`src/rtl/bmp_upload.sv`:
```
// Streams the framebuffer back to data_io as a 32-bpp bottom-up BMP: a constant header
// followed by SDRAM words fetched over a toggle handshake. Define BMP_UPLOAD_ALPHA_EN to pass lane 3 through.
module bmp_upload #(
  parameter int          WIDTH     = 640,
  parameter int          HEIGHT    = 312,
  parameter logic [7:0]  INDEX     = 8'h00,
  parameter logic [21:0] BASE_ADDR = 22'h0
) (
  input  logic        clk_sys,
  input  logic        reset,
  input  logic        ioctl_upload,
  input  logic [7:0]  ioctl_index,
  input  logic [24:0] ioctl_addr,
  input  logic        ioctl_rd,
  output logic [7:0]  ioctl_din,
  output logic        mem_req,
  input  logic        mem_ack,
  output logic [21:0] mem_addr,
  input  logic [31:0] mem_q,
  output logic        busy,
  output logic        underrun
);

  localparam logic [31:0] IMG    = 32'(WIDTH * HEIGHT * 4);
  localparam logic [31:0] FSIZE  = IMG + 32'd54;
  localparam logic [22:0] NWORDS = 23'(IMG >> 2);

  typedef enum logic [1:0] {S_IDLE, S_FETCH, S_WAIT, S_READY} state_t;
  state_t state, state_d;

  logic        active, active_q, start;
  logic        ack_ph, pend, ack_ev;
  logic [22:0] tgt, tgt_d, cur_k;
  logic [31:0] cur_w, nxt_w;
  logic        cur_v, nxt_v;
  logic        do_req, st_cur, st_nxt, shift;
  logic [7:0]  din_d;

  assign active = ioctl_upload && (ioctl_index == INDEX);
  assign start  = active && !active_q;
  assign busy   = active_q;
  // ack_ph follows mem_ack every cycle, so any toggle (ours or stale) shows up exactly once
  assign ack_ev = (mem_ack != ack_ph);

  // address decode
  logic [31:0] addr32;
  logic [24:0] idx;
  logic [22:0] widx;
  logic [1:0]  lane;
  logic        in_hdr, in_pix, hit_cur, hit_nxt;

  assign addr32  = {7'd0, ioctl_addr};
  assign in_hdr  = addr32 < 32'd54;
  assign in_pix  = !in_hdr && (addr32 < FSIZE);
  assign idx     = ioctl_addr - 25'd54;
  assign widx    = idx[24:2];
  assign lane    = idx[1:0];
  assign hit_cur = cur_v && (widx == cur_k);
  assign hit_nxt = nxt_v && (widx == cur_k + 23'd1);

  // Header from byte 2 onward is a run of 32-bit LE fields; planes/bpp pack into one field.
  function automatic logic [7:0] hdr_byte(input logic [5:0] a);
    logic [5:0]  off;
    logic [31:0] f;
    off = a - 6'd2;
    case (off[5:2])
      4'd0:        f = FSIZE;
      4'd2:        f = 32'd54;
      4'd3:        f = 32'd40;
      4'd4:        f = 32'(WIDTH);
      4'd5:        f = 32'(HEIGHT);
      4'd6:        f = 32'h0020_0001;
      4'd8:        f = IMG;
      4'd9, 4'd10: f = 32'd2835;
      default:     f = 32'd0;
    endcase
    if (a == 6'd0)      hdr_byte = 8'h42;
    else if (a == 6'd1) hdr_byte = 8'h4D;
    else                hdr_byte = f[{off[1:0], 3'b000} +: 8];
  endfunction

  function automatic logic [7:0] pix_byte(input logic [31:0] w, input logic [1:0] l);
`ifdef BMP_UPLOAD_ALPHA_EN
    pix_byte = w[{l, 3'b000} +: 8];
`else
    pix_byte = (l == 2'd3) ? 8'h00 : w[{l, 3'b000} +: 8];
`endif
  endfunction

  always_comb begin
    din_d = 8'h00;
    if (active) begin
      if (in_hdr) din_d = hdr_byte(ioctl_addr[5:0]);
      else if (in_pix) begin
        if (hit_cur)      din_d = pix_byte(cur_w, lane);
        else if (hit_nxt) din_d = pix_byte(nxt_w, lane);
      end
    end
  end

  always_ff @(posedge clk_sys or posedge reset) begin
    if (reset) state <= S_IDLE;
    else       state <= state_d;
  end

  always_comb begin
    state_d = state;
    tgt_d   = tgt;
    do_req  = 1'b0;
    st_cur  = 1'b0;
    st_nxt  = 1'b0;
    shift   = 1'b0;
    if (!active) state_d = S_IDLE;
    else begin
      case (state)
        S_IDLE: if (start) begin
          state_d = S_FETCH;
          tgt_d   = 23'd0;
        end
        // a stale request from an aborted upload must drain before a new one is issued
        S_FETCH: if (!pend) begin
          do_req  = 1'b1;
          state_d = S_WAIT;
        end
        S_WAIT: if (ack_ev && pend) begin
          st_cur = !cur_v;
          st_nxt = cur_v;
          if (!cur_v && (tgt + 23'd1 < NWORDS)) begin
            state_d = S_FETCH;
            tgt_d   = tgt + 23'd1;
          end else state_d = S_READY;
        end
        S_READY: if (nxt_v && in_pix && (widx == cur_k + 23'd1)) begin
          shift = 1'b1;
          if (cur_k + 23'd2 < NWORDS) begin
            state_d = S_FETCH;
            tgt_d   = cur_k + 23'd2;
          end
        end
        default: state_d = S_IDLE;
      endcase
    end
  end

  always_ff @(posedge clk_sys or posedge reset) begin
    if (reset) begin
      active_q  <= 1'b0;
      ack_ph    <= 1'b0;
      pend      <= 1'b0;
      mem_req   <= 1'b0;
      mem_addr  <= 22'd0;
      tgt       <= 23'd0;
      cur_k     <= 23'd0;
      cur_w     <= 32'd0;
      nxt_w     <= 32'd0;
      cur_v     <= 1'b0;
      nxt_v     <= 1'b0;
      ioctl_din <= 8'h00;
      underrun  <= 1'b0;
    end else begin
      active_q  <= active;
      ack_ph    <= mem_ack;
      tgt       <= tgt_d;
      ioctl_din <= din_d;
      if (ack_ev) pend <= 1'b0;
      if (do_req) begin
        mem_req  <= ~mem_req;
        mem_addr <= BASE_ADDR + tgt[21:0];
        pend     <= 1'b1;
      end
      if (!active || state == S_IDLE) begin
        cur_v <= 1'b0;
        nxt_v <= 1'b0;
      end else begin
        if (st_cur) begin
          cur_w <= mem_q;
          cur_v <= 1'b1;
          cur_k <= tgt;
        end
        if (st_nxt) begin
          nxt_w <= mem_q;
          nxt_v <= 1'b1;
        end
        if (shift) begin
          cur_w <= nxt_w;
          cur_k <= cur_k + 23'd1;
          nxt_v <= 1'b0;
        end
      end
      if (start) underrun <= 1'b0;
      else if (ioctl_rd && active && in_pix && !hit_cur && !hit_nxt) underrun <= 1'b1;
    end
  end

endmodule

```
`config.mk`:
```
export PLATFORM = sky130hd
export DESIGN_NAME = bmp_upload
export DESIGN_NICKNAME = d
export VERILOG_FILES = /design/src/rtl/bmp_upload.sv
export SDC_FILE = /design/constraint.sdc
export NUM_CORES = 1
export LEC_CHECK = 0
export ABC_AREA = 1
export CORE_ASPECT_RATIO = 0.75
export CORE_MARGIN = 2
export CORE_UTILIZATION = 35
export DETAILED_ROUTE_END_ITERATION = 10
export HOLD_SLACK_MARGIN = 0.08
export PLACE_DENSITY_LB_ADDON = 0.12
export SYNTH_ARGS = -nofsm -noshare
export SYNTH_HDL_FRONTEND = slang
export SYNTH_SLANG_ARGS = --single-unit
export TNS_END_PERCENT = 5
```
`constraint.sdc`:
```
create_clock -name clk_sys -period 4.9 [get_ports clk_sys]
set_input_delay 1.47 -clock clk_sys [delete_from_list [all_inputs] [get_ports clk_sys]]
set_output_delay 1.47 -clock clk_sys [all_outputs]
set_load 0.01 [all_outputs]
```
### After elaboration in Yosys (flattened, before gate mapping)

Memory sizes are Yosys's and may differ from the RTL's.
Cells that the tools add are included.

| storage, ports and cells | value |
|---|---|
| register bits | 149 |
| memory bits (read-only) | 240 |
| logic and storage cells | 130 |
| memories | 1 |

Memory list:

| memory | words | bits a word | read ports | clocked after memory_dff | write ports | line | RTL |
|---|---|---|---|---|---|---|---|
| (no name shown) | 16 | 15 | 1 | 0 | 0 | 66 | `case (off[5:2])` |

| cells by class | value |
|---|---|
| $add $sub $neg | 5 |
| order comparisons | 4 |
| equality and inequality tests | 18 |
| shift-type cells | 3 |
| muxes and demuxes | 50 |
| bitwise logic cells | 2 |
| reduce and logical (&&, ||, !) cells | 33 |

Operator list:

| cell | number |
|---|---|
| $mux 23 | 7 |
| $mux 32 | 4 |
| $shiftx 32x6->8 | 3 |
| $mux 8 | 9 |
| $pmux 23 s3 | 1 |
| $add 23x1->23 const B | 2 |
| $eq 23x23->1 | 2 |
| $lt 23x18->1 const B | 2 |
| $lt 25x20->1 const B | 1 |
| $lt 25x6->1 const B | 1 |
| $sub 25x6->25 const B | 1 |
| $add 23x2->23 const B | 1 |
| $mux 1 | 21 |
| $ne 3x3->1 const B | 5 |
| $mux 2 | 7 |
| $logic_and 1x1->1 | 13 |
| $ne 2x2->1 const B | 5 |
| $logic_not 8->1 | 1 |
| $pmux 2 s4 | 1 |
| $reduce_bool 2->1 | 4 |
| $reduce_and 7->1 | 1 |
| $eq 2x2->1 const B | 3 |
| $eq 6x1->1 const B | 1 |
| $logic_not 1->1 | 6 |
| 10 further kinds | 13 |

### Depth between registers and ports, before layout

| logic depth | value |
|---|---|
| depth in word-level cells | 10 |
| gate-level depth with buffers | 23 |

### Worst setup path after synthesis

OpenSTA, ideal clock, no wires.

| timing | value |
|---|---|
| path type | in2reg |
| start | input port ioctl_addr[1] |
| end | register cur_k[9] |
| arrival | 3800 ps |
| required time | 4784 ps |
| setup slack | 984 ps |
| stages on the path | 23 |
| cells stage by stage | buf_2 inv_1 clkbuf_1 ha_1 inv_1 nand2_1 nand2_1 nor2_1 nand3_1 inv_1 nand3_1 nor2_1 nand2_1 nor2_1 nand2_1 nor2_2 nand4_4 buf_4 buf_6 nand2_1 o21ai_0 nand2_1 nand2_1 |

| between the ends | value |
|---|---|
| longest elaborated chain between the ends | 10 |

Ends and longest elaborated chain:

| element | line | RTL |
|---|---|---|
| start, declared | 13 | `input logic [24:0] ioctl_addr,` |
| parallel branches: the longest is 4 deep, another holds $sub 25x6->25 | -- |  |
| $logic_and 1x1->1 * | 133 | `S_READY: if (nxt_v && in_pix && (widx == cur_k + 23'd1)) begin` |
| $mux 1 * | 133 |  |
| $mux 1 * | 115 | `case (state)` |
| $mux 1 * | 113 | `if (!active) state_d = S_IDLE;` |
| $reduce_bool 2->1 (no source line) | -- |  |
| $reduce_and 2->1 (no source line) | -- |  |
| end signal, assigned | 178 | `cur_k <= tgt;` |
| end signal, assigned | 186 | `cur_k <= cur_k + 23'd1;` |
| end, declared | 33 | `logic [22:0] tgt, tgt_d, cur_k;` |

Every way passes the cells marked *.
A chain may end at the register's enable or synchronous reset.

### Worst setup path in the final report

| timing | value |
|---|---|
| start | input port ioctl_addr[1] |
| end | register tgt[16] |

| between the ends | value |
|---|---|
| longest elaborated chain between the ends | 7 |

Ends and longest elaborated chain:

| element | line | RTL |
|---|---|---|
| parallel branches: the longest is 4 deep, another holds $sub 25x6->25 | -- |  |
| $logic_and 1x1->1 * | 133 |  |
| $ne 2x2->1 (no source line) * | -- |  |
| $reduce_and 7->1 (no source line) * | -- |  |
| end signal, assigned | 163 | `tgt <= tgt_d;` |
| end, declared | 33 |  |

Marked as above.

==> metrics <==
area added between synthesis and finish=19.60%; clock tree sinks=between 100 and 150; ant diodes=0; die span in x=~200 um; worst hold path class=reg2reg; WS Path Type=in2reg; post-DP HPWL=about 27 mm; layout cells sized above 1=a little under 7%; Peak Freq=~0.23 GHz; Vias/cell=5.017; Multi-input gate area=a little under 0.006 mm^2; Slew HR=roughly half; Placer Congestion=0.9227; WL per Instance=between 15 and 20 um; fill count=roughly 3100; setup slack at placement=0.2091 ns; first-pass GRT wire length=roughly 55 mm; mean area per synthesized cell=about 6.3 um^2; register bit total from synthesis=133; reg2reg end=tgt[16]; overall power=between 2 and 3 mW; CTS tree=built; Iteration-0 DRC Markers=1236; Post-CTS Resized=0; placed cell areas=approximately 0.012 mm^2; Residual DRC=0; final worst-path cycle share=between 80% and 90%; crit path launch=ioctl_addr[1]; top cells by area, synth=dfrtp_1 (33%), nand2_1 (24%), inv_1 (6.1%), o21ai_0 (5.5%), nor2_1 (5.1%); Max clock buf depth=2; Post-CTS Setup Bufs=0; final core area utilization=42.32%; Pwr Density=roughly 230 mW/mm^2; die area=0.03063 mm^2; Peak VDD IR=about 0.23 mV; I/O pins=103; row cnt=54; Post-Syn Area=0.01023 mm^2; Mapped Nets=about 1700; root buf cell=clkbuf_16; Tmin final=4.304 ns; launching point of the worst reg2reg path=cur_k[2]; crit path to=tgt[16]; P_leak=between 5 and 6 nW; Port Buf Inserts=94; Clock Latency Late Sink=approximately 0.43 ns; via count=roughly 11000; initial antenna violation count=0; Layout Cells excl Fill=between 2000 and 2500; crit path DAT=4.62 ns; final wirelength=roughly 35 mm; Post-Syn Instances=around 1600; H-tree Lvls=4; Slew Viols, Final=0; Worst Tran Pin Value=around 0.75 ns; grt ovf=0; Nets=around 1800; Routed Antenna Nets=0; status=finished clean; Register Area=approximately 0.0033 mm^2; Final Hold Fails=0; register area share after synthesis=approximately a third; worst hold slack=approximately 0.47 ns; Worst EP required=around 5.2 ns; crit path max fanout=24; Tot GR Track Use=22.81%; # setup viols final=0; post-cts hold buffer count=0; Design Area, Final=roughly 0.012 mm^2; area share of the largest cell type after synthesis=around 33%; Synth warnings=0; max-cap viol count=0; Setup TNS=0 ns; Cell variety after synth=48; CP Capture Type=flip-flop; vias in the first global route=about 9500; RSZ-0062 raised after global routing=no; Pre-antenna DRT Iters=7; Worst Clk Skew=roughly 0.018 ns; slack of the worst reg-to-reg path=1.37 ns; Die Y=~150 um; Register-to-Register Path Depth=19; dpl cells=around 2100; clock-pin slew on the worst setup and hold paths=approximately 0.06 ns; floorplan core area=0.02892 mm^2; Setup crit start kind=primary input; largest net degree at the start of global routing=50; initial core utilization=a little over a third; area leader, netlist=dfrtp_1; Final Worst Setup Slack=between 0.5 and 0.6 ns; total CTS buffers=17
==> placed cells by master (no fill, tap or decap), types with 17 or more instances in the layout <==
cell type          n
a21oi_1           32
buf_4             28
clkbuf_16         17
clkdlybuf4s50_1   94
dfrtp_1          133
inv_1            166
nand2_1          654
nand3_1          103
nand4_1           36
nor2_1           139
nor2_2            18
o21ai_0          113
xor2_1            41
==> cell usage after synthesis, drive strengths merged <==
| master | n |
|---|---|
| nand2 | 663 |
| inv | 173 |
| nor2 | 164 |
| dfrtp | 133 |
| o21ai | 127 |
| nand3 | 104 |
| xor2 | 41 |
| nand4 | 37 |
| buf | 35 |
| a21oi | 33 |
| clkbuf | 30 |
| nor3 | 16 |
| ha | 15 |
| a221oi | 8 |
| o211ai | 8 |
| o22ai | 7 |
| clkinv | 5 |
| mux2 | 5 |
| nand3b | 5 |
| a22oi | 4 |
| a31oi | 2 |
| a32oi | 2 |
| nor4 | 2 |
| xnor2 | 2 |
| a21boi | 1 |
| a41oi | 1 |
| and2 | 1 |
| nor3b | 1 |
| o2111ai | 1 |
| o311ai | 1 |
| o31ai | 1 |
| o32ai | 1 |
| or4 | 1 |
==> worst max-delay path, cell delays in order <==
cell and delay [ns]:
clkdlybuf4s50_1 0.48, ha_1 0.27, nor2_2 0.17, nor2_2 0.10
nor2_2 0.21, nand3_1 0.19, clkinv_1 0.10, nand2_1 0.05
nand2_1 0.12, nand2_1 0.06, nand2_1 0.10, nand3_1 0.15
nor2_2 0.26, nand2_1 0.14, o21ai_2 0.25, nand2_2 0.10
buf_4 0.22, nand2_1 0.09, nand2_1 0.05
==> flip-flops by register name, summed over array words and instances (netlist names), 2 cells and up <==
| register | count |
|---|---|
| nxt_w | 24 |
| cur_w | 24 |
| tgt | 23 |
| mem_addr | 22 |
| ioctl_din | 8 |
| state | 2 |
| cur_k | 23 |
==> where the power goes <==
part | internal (mW) | switching, mW
Clock | 0.874 | 0.533
Combinational | 0.103 | 0.166
Sequential | 1.10 | 0.00515
Total | 2.08 | 0.705
==> cell families (layout without fill, tap and decap cells) <==
group                    count (synthesis)  after routing  share of synthesized area (%)
adder cells (fa/ha/maj)                 15             15                          1.834
AND/OR/NAND/NOR                        994            994                          40.58
multiplexers                             5              5                         0.5502
AO/OA/AOI/OAI                          197            197                          10.75
XOR/XNOR                                43             43                          3.681
buffers and inverters                  243            336                          10.08
flip-flops                             133            133                          32.53
==> final cells by class <==
type,count,share of cell area (%)
sequential,133,27.20
clock buffer,19,3.619
inverter,178,5.500
multi-input combinational,1254,48.03
clock inverter,13,1.585
tap,392,4.008
timing repair buffer,126,10.06
==> routing by layer <==
metal	up-vias	share of wire, %	GRT usage (%)
met2	337	38	29.89
met1	4919	54	37.91
li1	5324	-	-
met4	0	1.7	5.147
met5	-	0	0
met3	32	6.2	3.453
==> worst min path at each step <==
stage | startpoint | endpoint | slack [ns] | depth (start not counted)
2_1_floorplan | cur_w[23] | cur_w[23] | 0.45 | 2
3_3_place_gp | mem_req | mem_req | 0.46 | 1
3_5_place_dp | mem_req | mem_req | 0.46 | 1
4_1_cts | mem_req | mem_req | 0.47 | 1
5_1_grt | mem_req | mem_req | 0.49 | 1
6_report | mem_req | mem_req | 0.47 | 1
No activity file was read; power rests on OpenSTA's default activity.
